<file path="config.mk">
export PLATFORM = sky130hd
export DESIGN_NAME = pool_feeder
export DESIGN_NICKNAME = d
export VERILOG_FILES = /design/src/rtl/pool_feeder_pkg.sv /design/src/rtl/pool_feeder.sv
export SDC_FILE = /design/constraint.sdc
export NUM_CORES = 1
export LEC_CHECK = 0
export BUFFER_PORTS_ARGS = -buffer_cell sky130_fd_sc_hd__buf_4
export CORE_MARGIN = 2
export CORE_UTILIZATION = 51
export CTS_BUF_LIST = sky130_fd_sc_hd__clkbuf_4 sky130_fd_sc_hd__clkbuf_8
export CTS_CLUSTER_DIAMETER = 100
export CTS_CLUSTER_SIZE = 28
export DETAILED_ROUTE_END_ITERATION = 12
export HOLD_SLACK_MARGIN = 0.08
export PLACE_DENSITY = 0.83
export SLEW_MARGIN = 20
export SYNTH_ARGS = -nofsm -noshare
export SYNTH_HDL_FRONTEND = slang
export SYNTH_SLANG_ARGS = --single-unit
</file>
<file path="constraint.sdc">
create_clock -name clk -period 3.48 [get_ports clk]
set_input_delay 0.348 -clock clk [delete_from_list [all_inputs] [get_ports clk]]
set_output_delay 0.348 -clock clk [all_outputs]
set_load 0.02 [all_outputs]
</file>
<file path="src/rtl/pool_feeder_pkg.sv">
// Shared definitions for the 2x2 pooling datapath: FSM state encoding,
// pool-type constants and default feature-map geometry.
// Imported by the pool feeder and by the pooling unit it drives.
package pool_feeder_pkg;

    typedef enum logic [2:0] {
        ST_IDLE  = 3'd0,
        ST_FETCH = 3'd1,
        ST_DRAIN = 3'd2,
        ST_SYNC  = 3'd3,
        ST_WAIT  = 3'd4,
        ST_FIN   = 3'd5
    } pool_state_e;

    localparam logic POOL_MAX = 1'b0;
    localparam logic POOL_MIN = 1'b1;

    localparam int POOL_DATA_W     = 8;
    localparam int POOL_IMG_W      = 26;
    localparam int POOL_IMG_H      = 26;
    localparam int POOL_ADDR_W     = 10;
    localparam int POOL_WB_WAIT    = 16;
    // Depth of the pooling unit's line buffer; one entry per pixel pair.
    localparam int POOL_LINE_DEPTH = 13;

endpackage

</file>
<file path="src/rtl/pool_feeder.sv">
// Purpose : streams a feature map as horizontal pixel pairs into the 2x2 pooling unit.
// Latency : pair data/enables appear 1 cycle after address issue; pool_done 2 cycles after the last odd-row issue.
// Backpr. : none; fixed schedule, with a WB_WAIT idle gap after each pooled row for writeback.
//
// Ports:
//   clk, rst            clock (rising edge), asynchronous active-low reset
//   start, pool_type_in frame request (IDLE only) and pool type latched with it
//   busy, done          frame in progress / one-cycle end-of-frame pulse
//   rd_addr_a/b         even/odd column read addresses to the feature buffer
//   rd_data_a/b         buffer read data, one cycle after the address
//   data1/data2         pixel pair to the pooling comparators
//   pool_type           latched pool type (0 max, 1 min)
//   en_comp1/en_comp2   pair valid / pair valid on an odd row
//   pool_done           one-cycle pulse after each completed pooled row
module pool_feeder
    import pool_feeder_pkg::*;
#(
    parameter int DATA_W  = POOL_DATA_W,
    parameter int IMG_W   = POOL_IMG_W,
    parameter int IMG_H   = POOL_IMG_H,
    parameter int ADDR_W  = POOL_ADDR_W,
    parameter int WB_WAIT = POOL_WB_WAIT
) (
    input  logic              clk,
    input  logic              rst,
    input  logic              start,
    input  logic              pool_type_in,
    output logic              busy,
    output logic              done,
    output logic [ADDR_W-1:0] rd_addr_a,
    output logic [ADDR_W-1:0] rd_addr_b,
    input  logic [DATA_W-1:0] rd_data_a,
    input  logic [DATA_W-1:0] rd_data_b,
    output logic [DATA_W-1:0] data1,
    output logic [DATA_W-1:0] data2,
    output logic              pool_type,
    output logic              en_comp1,
    output logic              en_comp2,
    output logic              pool_done
);

    localparam int PAIRS  = IMG_W / 2;
    localparam int COL_W  = (PAIRS > 1) ? $clog2(PAIRS) : 1;
    localparam int ROW_W  = $clog2(IMG_H + 1);
    localparam int WAIT_W = (WB_WAIT > 1) ? $clog2(WB_WAIT) : 1;

    localparam logic [COL_W-1:0]  COL_LAST  = COL_W'(PAIRS - 1);
    localparam logic [ROW_W-1:0]  ROW_END   = ROW_W'(IMG_H);
    localparam logic [WAIT_W-1:0] WAIT_LAST = WAIT_W'(WB_WAIT - 1);

    generate
        if ((IMG_H % 2) != 0) begin : g_bad_img_h
            $error("pool_feeder: IMG_H must be even");
        end
        if ((IMG_W % 2) != 0 || PAIRS != POOL_LINE_DEPTH) begin : g_bad_img_w
            $error("pool_feeder: IMG_W must be even and IMG_W/2 must match the pooling line depth");
        end
        if ((64'd1 << ADDR_W) < 64'(IMG_W * IMG_H)) begin : g_bad_addr_w
            $error("pool_feeder: ADDR_W too narrow for IMG_W*IMG_H");
        end
    endgenerate

    // Even-column address of pair (row, col); the odd column is always this + 1.
    function automatic logic [ADDR_W-1:0] pair_addr(input logic [ROW_W-1:0] row,
                                                    input logic [COL_W-1:0] col);
        return ADDR_W'(row) * ADDR_W'(IMG_W) + (ADDR_W'(col) << 1);
    endfunction

    pool_state_e        state_q;
    logic [ROW_W-1:0]   row_q;
    logic [COL_W-1:0]   col_q;
    logic [WAIT_W-1:0]  wait_q;
    logic [ADDR_W-1:0]  rd_addr_a_q;
    logic [ADDR_W-1:0]  rd_addr_b_q;
    logic               vld_q;
    logic               odd_q;
    logic               busy_q;
    logic               done_q;
    logic               pool_done_q;
    logic               pool_type_q;

    logic [ROW_W-1:0]   row_d;
    logic [COL_W-1:0]   col_d;

    assign row_d = row_q + 1'b1;
    assign col_d = col_q + 1'b1;

    always_ff @(posedge clk or negedge rst) begin
        if (!rst) begin
            state_q     <= ST_IDLE;
            row_q       <= '0;
            col_q       <= '0;
            wait_q      <= '0;
            rd_addr_a_q <= '0;
            rd_addr_b_q <= '0;
            vld_q       <= 1'b0;
            odd_q       <= 1'b0;
            busy_q      <= 1'b0;
            done_q      <= 1'b0;
            pool_done_q <= 1'b0;
            pool_type_q <= POOL_MAX;
        end else begin
            // The read port returns data one cycle after the address, so the
            // issue flag and its row parity are delayed by exactly one register.
            vld_q       <= (state_q == ST_FETCH);
            odd_q       <= row_q[0];
            done_q      <= 1'b0;
            pool_done_q <= 1'b0;

            case (state_q)
                ST_IDLE: begin
                    if (start) begin
                        pool_type_q <= pool_type_in;
                        row_q       <= '0;
                        col_q       <= '0;
                        rd_addr_a_q <= '0;
                        rd_addr_b_q <= ADDR_W'(1);
                        busy_q      <= 1'b1;
                        state_q     <= ST_FETCH;
                    end
                end

                ST_FETCH: begin
                    if (col_q == COL_LAST) begin
                        col_q <= '0;
                        row_q <= row_d;
                        if (row_q[0]) begin
                            // Odd row done: the pooled row is complete once the
                            // last pair drains out of the read pipeline.
                            state_q <= ST_DRAIN;
                        end else begin
                            rd_addr_a_q <= pair_addr(row_d, '0);
                            rd_addr_b_q <= pair_addr(row_d, '0) + 1'b1;
                        end
                    end else begin
                        col_q       <= col_d;
                        rd_addr_a_q <= pair_addr(row_q, col_d);
                        rd_addr_b_q <= pair_addr(row_q, col_d) + 1'b1;
                    end
                end

                ST_DRAIN: begin
                    pool_done_q <= 1'b1;
                    state_q     <= ST_SYNC;
                end

                ST_SYNC: begin
                    wait_q  <= '0;
                    state_q <= ST_WAIT;
                end

                ST_WAIT: begin
                    if (wait_q == WAIT_LAST) begin
                        wait_q <= '0;
                        if (row_q == ROW_END) begin
                            done_q  <= 1'b1;
                            busy_q  <= 1'b0;
                            state_q <= ST_FIN;
                        end else begin
                            rd_addr_a_q <= pair_addr(row_q, '0);
                            rd_addr_b_q <= pair_addr(row_q, '0) + 1'b1;
                            state_q     <= ST_FETCH;
                        end
                    end else begin
                        wait_q <= wait_q + 1'b1;
                    end
                end

                ST_FIN: begin
                    state_q <= ST_IDLE;
                end

                default: begin
                    state_q <= ST_IDLE;
                    busy_q  <= 1'b0;
                end
            endcase
        end
    end

    assign busy      = busy_q;
    assign done      = done_q;
    assign rd_addr_a = rd_addr_a_q;
    assign rd_addr_b = rd_addr_b_q;
    assign data1     = rd_data_a;
    assign data2     = rd_data_b;
    assign pool_type = pool_type_q;
    assign en_comp1  = vld_q;
    assign en_comp2  = vld_q & odd_q;
    assign pool_done = pool_done_q;

endmodule
</file>
==> metrics.txt, run 1 <==
area share of and/or/nand/nor cells after synthesis 15.2%; CP peak stage delay 0.50 ns; number of global-route vias before repair 2093; CP Launch Type flop; CP bufs+invs 2; most common cell in the synthesized netlist ha_1; dpl ws 0.0992 ns; core area 5440 µm²; most common library cells after synthesis ha_1, dfrtp_1, nand2_1; Post-CTS Setup Bufs 0; WP data required 3.62 ns; global routing usage on met1 24.5%; minimum clock period after layout 3.34 ns; RR Startpoint row_q[1]; GR Util met3 2.73%; die height 78.7 µm; kind of critical path flop to flop; total grt overflow 0; ANT cells 0; Critical Path Source row_q[1]; GRT Total Usage 19.2%; Register-to-Register Setup Slack 0.14 ns; Final Max Slew Viols 0; # clock sinks 32; Layout Skew 0.00392 ns; Final Hold Fails 0; cell depth of the worst setup path 11; Max-Cap Viols 0; Worst-path clk slew 0.07 ns; Seq/Total Area, Yosys 28.1%; GP Congestion 0.889; Die ar. 6200 µm²; # DRC 0; final setup fails 0; largest net degree at the start of global routing 33; CTS max path bufs 2; worst reg2reg path depth 11; Cell Chain, Critical Path ha_1, inv_1, fa_1, inv_1, fa_1, a211oi_1, nor2_1, xor2_2, a31o_1, a2111oi_2, a2111oi_2; Critical-path top delay cell fa_1; end point of the critical path rd_addr_a[9]; 1st-pass router iterations 5; crit-path max FO 8; final worst-path cycle share 95.9%; Compound-Gate Fraction of Synth Area 18.4%; largest cells by area after synthesis dfrtp_1, ha_1, buf_4; Yosys cell types 58; final net count 391; number of synthesized flops with an enable pin 0; Max Clk Rate 300 MHz; clock root buffer clkbuf_8; WL/cell 14.5 µm; synthesized area per cell 8.88 µm²; 1st-iter DRT viols 153; DP HPWL 4.36 mm; Final Cell Area 3110 µm²; Slew HR 39.3%; mapped cell area 2850 µm²; area leader, netlist dfrtp_1; yosys warns 0; worst skew pair latency 0.29 ns; met2 GRT Util 32.7%; initial antenna violation count 0; num ports 62; num rows 27; Final ANT Viol Nets 0; CTS H-tree lvls 2; RSZ-0062 raised after global routing false; grt peak-use layer met2; TNS Setup 0 ns; mux cell area share after synthesis 1.14%; initial core utilization 52.4%; Cells after Synth 321; die width 78.7 µm; share of layout cells above drive strength 1 19.7%; asr flop ratio synth 100%; worst hold path type input pin to flop; largest family of logic cells by synthesized area adder cells; run status completed; drt via density 5.66; post-synth top area share 28.1%; Yosys reg bits 32; worst reg2reg path endpoint rd_addr_a[9]; CP top delay family adder cells; Synth Area in Adders 19.8%; main flop type after synthesis dfrtp_1; WP data arrival 3.48 ns; dpl cell area 2960 µm²; syn nets 383; first-pass GRT wire length 9.49 mm; Num CTS Buffers 5; PortBufs 28; setup ws final 0.144 ns; TritonCTS clock tree done; Worst setup EP type flop; total wire length 5.82 mm; vias 2276; P&R area growth vs syn 9.13%; XOR/XNOR Fraction of Synth Area 4.61%; Slew @ Worst Pin 0.906 ns
[per-layer routing]
metal / part of all wire, % / wire [µm]
met1: 43 / 2490
met4: 2.0 / 119
met2: 50 / 2890
met3: 5.6 / 325
met5: 0 / 0
[how the worst min path moves through the flow]
| stage | start | end | slack [ns] | depth (start not counted) |
|---|---|---|---|---|
| floorplan | rst | busy | 0.05 | 0 |
| global placement | rst | wait_q[3] | 0.30 | 1 |
| detailed placement | rst | wait_q[3] | 0.31 | 1 |
| CTS | pool_type_in | pool_type | 0.29 | 2 |
| global route | pool_type_in | pool_type | 0.29 | 2 |
| finish | pool_type_in | pool_type | 0.29 | 2 |
[what timing repair did]
action | 4_1_cts | 5_1_grt
endpoints found under the hold margin | 32 | 0
hold buffers | 1 | 0
gates resized for setup | 0 | 6
endpoints found under the setup margin | 0 | 2
[cell type report]
type,instances,area (µm²)
clock buffer,6,76.3
clock inverter,2,35.0
fill,447,2330
inverter,29,109
multi-input combinational,224,1720
sequential,32,803
tap,72,90.1
timing repair buffer,37,280
[per-stage QoR]
stage	utilization (%)	hold WS (ns)	cells
3_3_place_gp	54.4	0.304	393
2_1_floorplan	-	0.0524	321
6_report	57.2	0.294	402
5_1_grt	57.2	0.286	402
4_1_cts	56.6	0.291	402
3_5_place_dp	54.4	0.306	393
[state kept, by name (all words and copies together) (netlist names)]
register	flops
busy	1
col_q	4
done	1
en_comp1	1
odd_q	1
pool_done	1
pool_type	1
rd_addr_a	1
rd_addr_b	9
row_q	5
state_q	3
wait_q	4
[kinds of logic (layout without fill, tap and decap cells)]
family          Yosys count  count (layout)
simple gates             88              88
compound gates           75              75
buf+inv                  65              74
fa+ha+maj                42              42
flops                    32              32
xor+xnor                 15              15
mux                       3               3
other cells               1               1
[placed cells by master, fill, tap and decap left out, types with 4 or more instances in the layout]
master / count
fa_1: 5
o21ai_0: 18
ha_1: 37
nand2b_1: 6
a211oi_1: 4
a21oi_1: 12
buf_4: 36
a22oi_1: 4
clkbuf_8: 5
dfrtp_1: 30
nand3_1: 8
xnor2_1: 7
xor2_1: 6
nand2_1: 30
inv_1: 28
nor2_1: 23
o21ai_1: 7
Power of run 1 is not shown: default switching activity piles up to over one toggle a cycle in this logic, so the estimate is an artifact.
==> run 2: changes to the inputs <==
--- a/config.mk
+++ b/config.mk
@@ -8,4 +8,6 @@
 export BUFFER_PORTS_ARGS = -buffer_cell sky130_fd_sc_hd__buf_4
+export CELL_PAD_IN_SITES_DETAIL_PLACEMENT = 1
+export CELL_PAD_IN_SITES_GLOBAL_PLACEMENT = 1
 export CORE_MARGIN = 2
-export CORE_UTILIZATION = 51
+export CORE_UTILIZATION = 38
 export CTS_BUF_LIST = sky130_fd_sc_hd__clkbuf_4 sky130_fd_sc_hd__clkbuf_8
@@ -15,3 +17,3 @@
 export HOLD_SLACK_MARGIN = 0.08
-export PLACE_DENSITY = 0.83
+export PLACE_DENSITY = 0.82
 export SLEW_MARGIN = 20
==> constraint.sdc (replaced) <==
create_clock -name clk -period 3.48 [get_ports clk]
set_input_delay 0.696 -clock clk [delete_from_list [all_inputs] [get_ports clk]]
set_output_delay 0.696 -clock clk [all_outputs]
set_load 0.02 [all_outputs]
==> run 2 against run 1 <==
Core utilization down 14 points. Critical path type unchanged. Clock skew up 0.0010 ns. Non-clock buffer count up 2. Register-to-register slack better by 0.03 ns. Setup slack better by 0.031 ns. Hold slack better by 0.047 ns.
==> metrics.txt, run 2 (synthesized netlist as in run 1, its figures left out) <==
run status completed (unchanged); Worst-path clk slew 0.08 ns (was 0.07 ns); number of global-route vias before repair 2444 (was 2093); final core utilization 43.5% (was 57.2%); minimum clock period after layout 3.31 ns (was 3.34 ns); num ports 62 (unchanged); worst hold path type input pin to async pin (was input pin to flop); Layout Skew 0.00494 ns (was 0.00392 ns); final net count 393 (was 391); GR Util met3 3.17% (was 2.73%); vias 2297 (was 2276); DP HPWL 5.41 mm (was 4.36 mm); Worst setup EP type flop (unchanged); total wire length 7.15 mm (was 5.82 mm); first-pass GRT wire length 11.9 mm (was 9.49 mm); Num CTS Buffers 5 (unchanged); final worst-path cycle share 95.0% (was 95.9%); Final Hold Fails 0 (unchanged); global routing usage on met1 21.8% (was 24.5%); initial antenna violation count 0 (unchanged); P&R area growth vs syn 10.8% (was 9.13%); Slew @ Worst Pin 0.492 ns (was 0.906 ns); grt peak-use layer met2 (unchanged); WP data arrival 3.49 ns (was 3.48 ns); TritonCTS clock tree done (unchanged); num rows 31 (was 27); WP data required 3.66 ns (was 3.62 ns); GRT Total Usage 18.0% (was 19.2%); # clock sinks 32 (unchanged); Post-CTS Hold Fix Bufs 0 (was 1); WL/cell 16.6 µm (was 14.5 µm); dpl ws -0.0230 ns (was 0.0992 ns); 1st-iter DRT viols 72 (was 153); crit-path max FO 7 (was 8); commonest non-fill, non-tap cells in the layout buf_4, ha_1, dfrtp_1, nand2_1, inv_1 (was ha_1, buf_4, nand2_1, dfrtp_1, inv_1); initial core utilization 39.3% (was 52.4%); drt via density 5.33 (was 5.66); Final ANT Viol Nets 0 (unchanged); core area 7250 µm² (was 5440 µm²); Final Max Slew Viols 0 (unchanged); PortBufs 28 (unchanged); final setup fails 0 (unchanged); met2 GRT Util 31.9% (was 32.7%); worst skew pair latency 0.29 ns (about the same); Die ar. 8210 µm² (was 6200 µm²); 1st-pass router iterations 4 (was 5); largest net degree at the start of global routing 33 (unchanged); CP Launch Type flop (unchanged); CTS max path bufs 2 (unchanged); Max Clk Rate 302 MHz (was 300 MHz); ANT cells 0 (unchanged); die height 90.6 µm (was 78.7 µm); # DRC 0 (unchanged); Slew HR 67.0% (was 39.3%); kind of critical path flop to flop (unchanged); CTS H-tree lvls 2 (unchanged); die width 90.6 µm (was 78.7 µm); share of layout cells above drive strength 1 20.5% (was 19.7%); total grt overflow 0 (unchanged); setup ws final 0.174 ns (was 0.144 ns); Max-Cap Viols 0 (unchanged); GP Congestion 0.826 (was 0.889); clock root buffer clkbuf_8 (unchanged); Largest register FFs 9 (unchanged); commonest non-fill, non-tap cell in the layout buf_4 (was ha_1)
run 2: final cells by class:
class,count,area [µm²]
Fill cell,867,4100
Multi-Input combinational cell,224,1720
Sequential cell,32,802
Timing Repair Buffer,39,293
Tap cell,99,124
Inverter,29,109
Clock buffer,5,68.8
Clock inverter,3,42.5
run 2: worst max-delay path, stage by stage (launching register included):
cell	delay [ns]
dfrtp_2	0.46
ha_1	0.25
xor2_1	0.18
ha_1	0.28
inv_1	0.05
fa_1	0.56
inv_1	0.07
ha_1	0.34
a211oi_2	0.22
o21bai_1	0.10
a21oi_1	0.18
xnor2_1	0.16
a2111oi_2	0.06
a2111oi_2	0.28
run 2: final timing paths:
check                                  start      endpoint  slack [ns]  cells after the start
worst max-delay path                row_q[1]  rd_addr_a[9]        0.17                     13
worst min-delay path                     rst  rd_addr_b[3]        0.34                      1
worst max register to register      row_q[1]  rd_addr_a[9]        0.17                     13
worst min register to register  rd_addr_b[0]  rd_addr_b[0]        0.48                      1
max in group asynchronous                rst      row_q[1]        2.82                      1
min in group clk                rd_addr_b[0]  rd_addr_b[0]        0.48                      1
run 2: what timing repair did:
action	4_1_cts	5_1_grt
buffers inserted	0	1
endpoints found under the setup margin	1	2
hold endpoints to repair	0	0
gates cloned	0	0
pin swaps	0	1
resized for setup	1	5
run 2: metrics by stage:
| step | instances | instance area, µm² | setup TNS, ns | hold slack, ns |
|---|---|---|---|---|
| after floorplan | 321 | 2850 | 0 | 0.400 |
| after global placement | 422 | 3010 | 0 | 0.451 |
| after detailed placement | 422 | 3010 | -0.0230 | 0.458 |
| after CTS | 430 | 3120 | 0 | 0.352 |
| after global routing | 431 | 3160 | -0.0440 | 0.362 |
| final | 431 | 3160 | 0 | 0.341 |
run 2: layer usage:
metal,part of all wire (%),vias up
li1,-,1103
met1,44,1133
met2,51,46
met3,3.0,15
met4,1.9,0
met5,0,-
Power of run 2 is left out for the same reason.
==> run 3: changes to the inputs <==
==> constraint.sdc (replaced) <==
create_clock -name clk -period 3.48 [get_ports clk]
set_input_delay 0.348 -clock clk [delete_from_list [all_inputs] [get_ports clk]]
set_output_delay 0.348 -clock clk [all_outputs]
set_load 0.02 [all_outputs]
==> run 3 against run 2 <==
Core utilization is 0.14 points higher. Critical path depth stayed put. Hold slack worse by 0.052 ns. Final cell count is 0.23% higher. Setup slack better by 0.0015 ns. Sequential share of layout area is 0.080 points lower. First-iteration DRC count is 1.4% lower. Clock skew hardly changed. Critical endpoint unchanged. Highest routed layer unchanged.
==> metrics.txt, run 3 (synthesized netlist as in run 1, its figures left out) <==
run status completed (unchanged); DR WL met3 244 µm (was 217 µm); Cell Chain, Critical Path ha_1, xor2_1, ha_1, inv_1, fa_1, inv_1, ha_1, a211oi_2, o21bai_1, a21oi_1, xnor2_1, a2111oi_2, a2111oi_2 (unchanged); P&R area growth vs syn 11.2% (was 10.8%); CP top delay family adder cells (unchanged); initial antenna violation count 0 (unchanged); Max Clk Rate 303 MHz (was 302 MHz); commonest non-fill, non-tap cells in the layout buf_4, ha_1, dfrtp_1, nand2_1, inv_1 (unchanged); drt via density 5.36 (was 5.33); num rows 31 (unchanged); Final ANT Viol Nets 0 (unchanged); commonest non-fill, non-tap cell in the layout buf_4 (unchanged); 1st-iter DRT viols 71 (was 72); Hold Path Stages 2; kind of critical path flop to flop (unchanged); WL/cell 16.7 µm (was 16.6 µm); share of layout cells above drive strength 1 20.4% (was 20.5%); clock root buffer clkbuf_8 (unchanged); final setup fails 0 (unchanged); CP peak stage delay 0.56 ns (about the same); 1st-pass router iterations 4 (unchanged); Layout Skew 0.00500 ns (was 0.00494 ns); Met2 Wirelength 3.65 mm (was 3.64 mm); Die ar. 8210 µm² (unchanged); CP most frequent cell ha_1 (unchanged); number of global-route vias before repair 2446 (was 2444); GRT Total Usage 18.0% (about the same); minimum clock period after layout 3.30 ns (was 3.31 ns); num ports 62 (unchanged); end point of the critical path rd_addr_a[9] (unchanged); Final Hold Fails 0 (unchanged); Register-to-Register Setup Slack 0.18 ns (was 0.17 ns); Critical Path Source row_q[1] (unchanged); largest net degree at the start of global routing 33 (unchanged); initial core utilization 39.3% (unchanged); TNS Setup 0 ns (unchanged); cell depth of the worst setup path 13 (unchanged); crit-path max FO 7 (unchanged); total wire length 7.20 mm (was 7.15 mm); die width 90.6 µm (unchanged); vias 2316 (was 2297); WL met1 3.18 mm (was 3.16 mm); core area 7250 µm² (unchanged); die height 90.6 µm (unchanged); GP Congestion 0.826 (unchanged); worst reg2reg path endpoint rd_addr_a[9] (unchanged); CTS max path bufs 2 (unchanged); Max-Cap Viols 0 (unchanged); Critical-path top delay cell fa_1 (unchanged); CP Launch Type flop (unchanged); Num CTS Buffers 5 (unchanged); highest layer used for signal routing met4 (unchanged); Largest register FFs 9 (unchanged); first-pass GRT wire length 11.9 mm (about the same); PortBufs 28 (unchanged); DP HPWL 5.41 mm (unchanged); # clock sinks 32 (unchanged); CTS H-tree lvls 2 (unchanged); final worst-path cycle share 95.0% (about the same); WP data required 3.66 ns (about the same); CP bufs+invs 2 (unchanged); Worst-path clk slew 0.08 ns (about the same); hold_ws 0.289 ns (was 0.341 ns); ANT cells 0 (unchanged); worst skew pair latency 0.29 ns (about the same); RR Startpoint row_q[1] (unchanged); # DRC 0 (unchanged); dpl cell area 3010 µm² (unchanged); worst hold path type input pin to flop (was input pin to async pin); Final Cell Area 3170 µm² (was 3160 µm²); WP data arrival 3.49 ns (about the same); total grt overflow 0 (unchanged); final net count 394 (was 393); TritonCTS clock tree done (unchanged); Final Max Slew Viols 0 (unchanged); worst reg2reg path depth 13 (unchanged); Worst setup EP type flop (unchanged)
run 3: cell types whose count changed in the layout (fill, tap and decap cells not counted), sizes merged:
| cell | change |
|---|---|
| dlygate4sd3 | +1 |
run 3: per-stage QoR:
| stage | cells | util [%] | setup WS (ns) |
|---|---|---|---|
| floorplan | 321 | - | 0.0522 |
| global route | 432 | 43.7 | -0.0440 |
| finish | 432 | 43.7 | 0.176 |
| global placement | 422 | 41.5 | 0.145 |
| detailed placement | 422 | 41.5 | -0.0230 |
| CTS | 431 | 43.2 | 0.00787 |
run 3: area by class of cell:
type	count	area, µm²
Sequential cell	32	802
Inverter	29	109
Tap cell	99	124
Clock buffer	5	68.8
Fill cell	865	4090
Timing Repair Buffer	40	303
Clock inverter	3	42.5
Multi-Input combinational cell	224	1720
run 3: worst min path at each step:
stage	startpoint	endpoint	slack [ns]
final	pool_type_in	pool_type	0.29
after global routing	pool_type_in	pool_type	0.30
after CTS	pool_type_in	pool_type	0.29
after detailed placement	rst	rd_addr_b[0]	0.32
after global placement	rst	rd_addr_b[0]	0.31
after floorplan	rst	busy	0.05
run 3: what timing repair did:
action | in CTS | in global routing
gates resized for setup | 1 | 5
pin swaps | 0 | 1
endpoints found under the hold margin | 32 | 0
setup endpoints to repair | 1 | 2
hold buffers | 1 | 0
setup buffers | 0 | 1
gates cloned | 0 | 0
run 3: metal layers:
metal	vias to the layer above	track usage [%]
li1	1106	-
met1	1146	21.8
met2	51	31.9
met3	13	3.26
met4	0	6.67
met5	-	0
Power of run 3 is left out for the same reason.
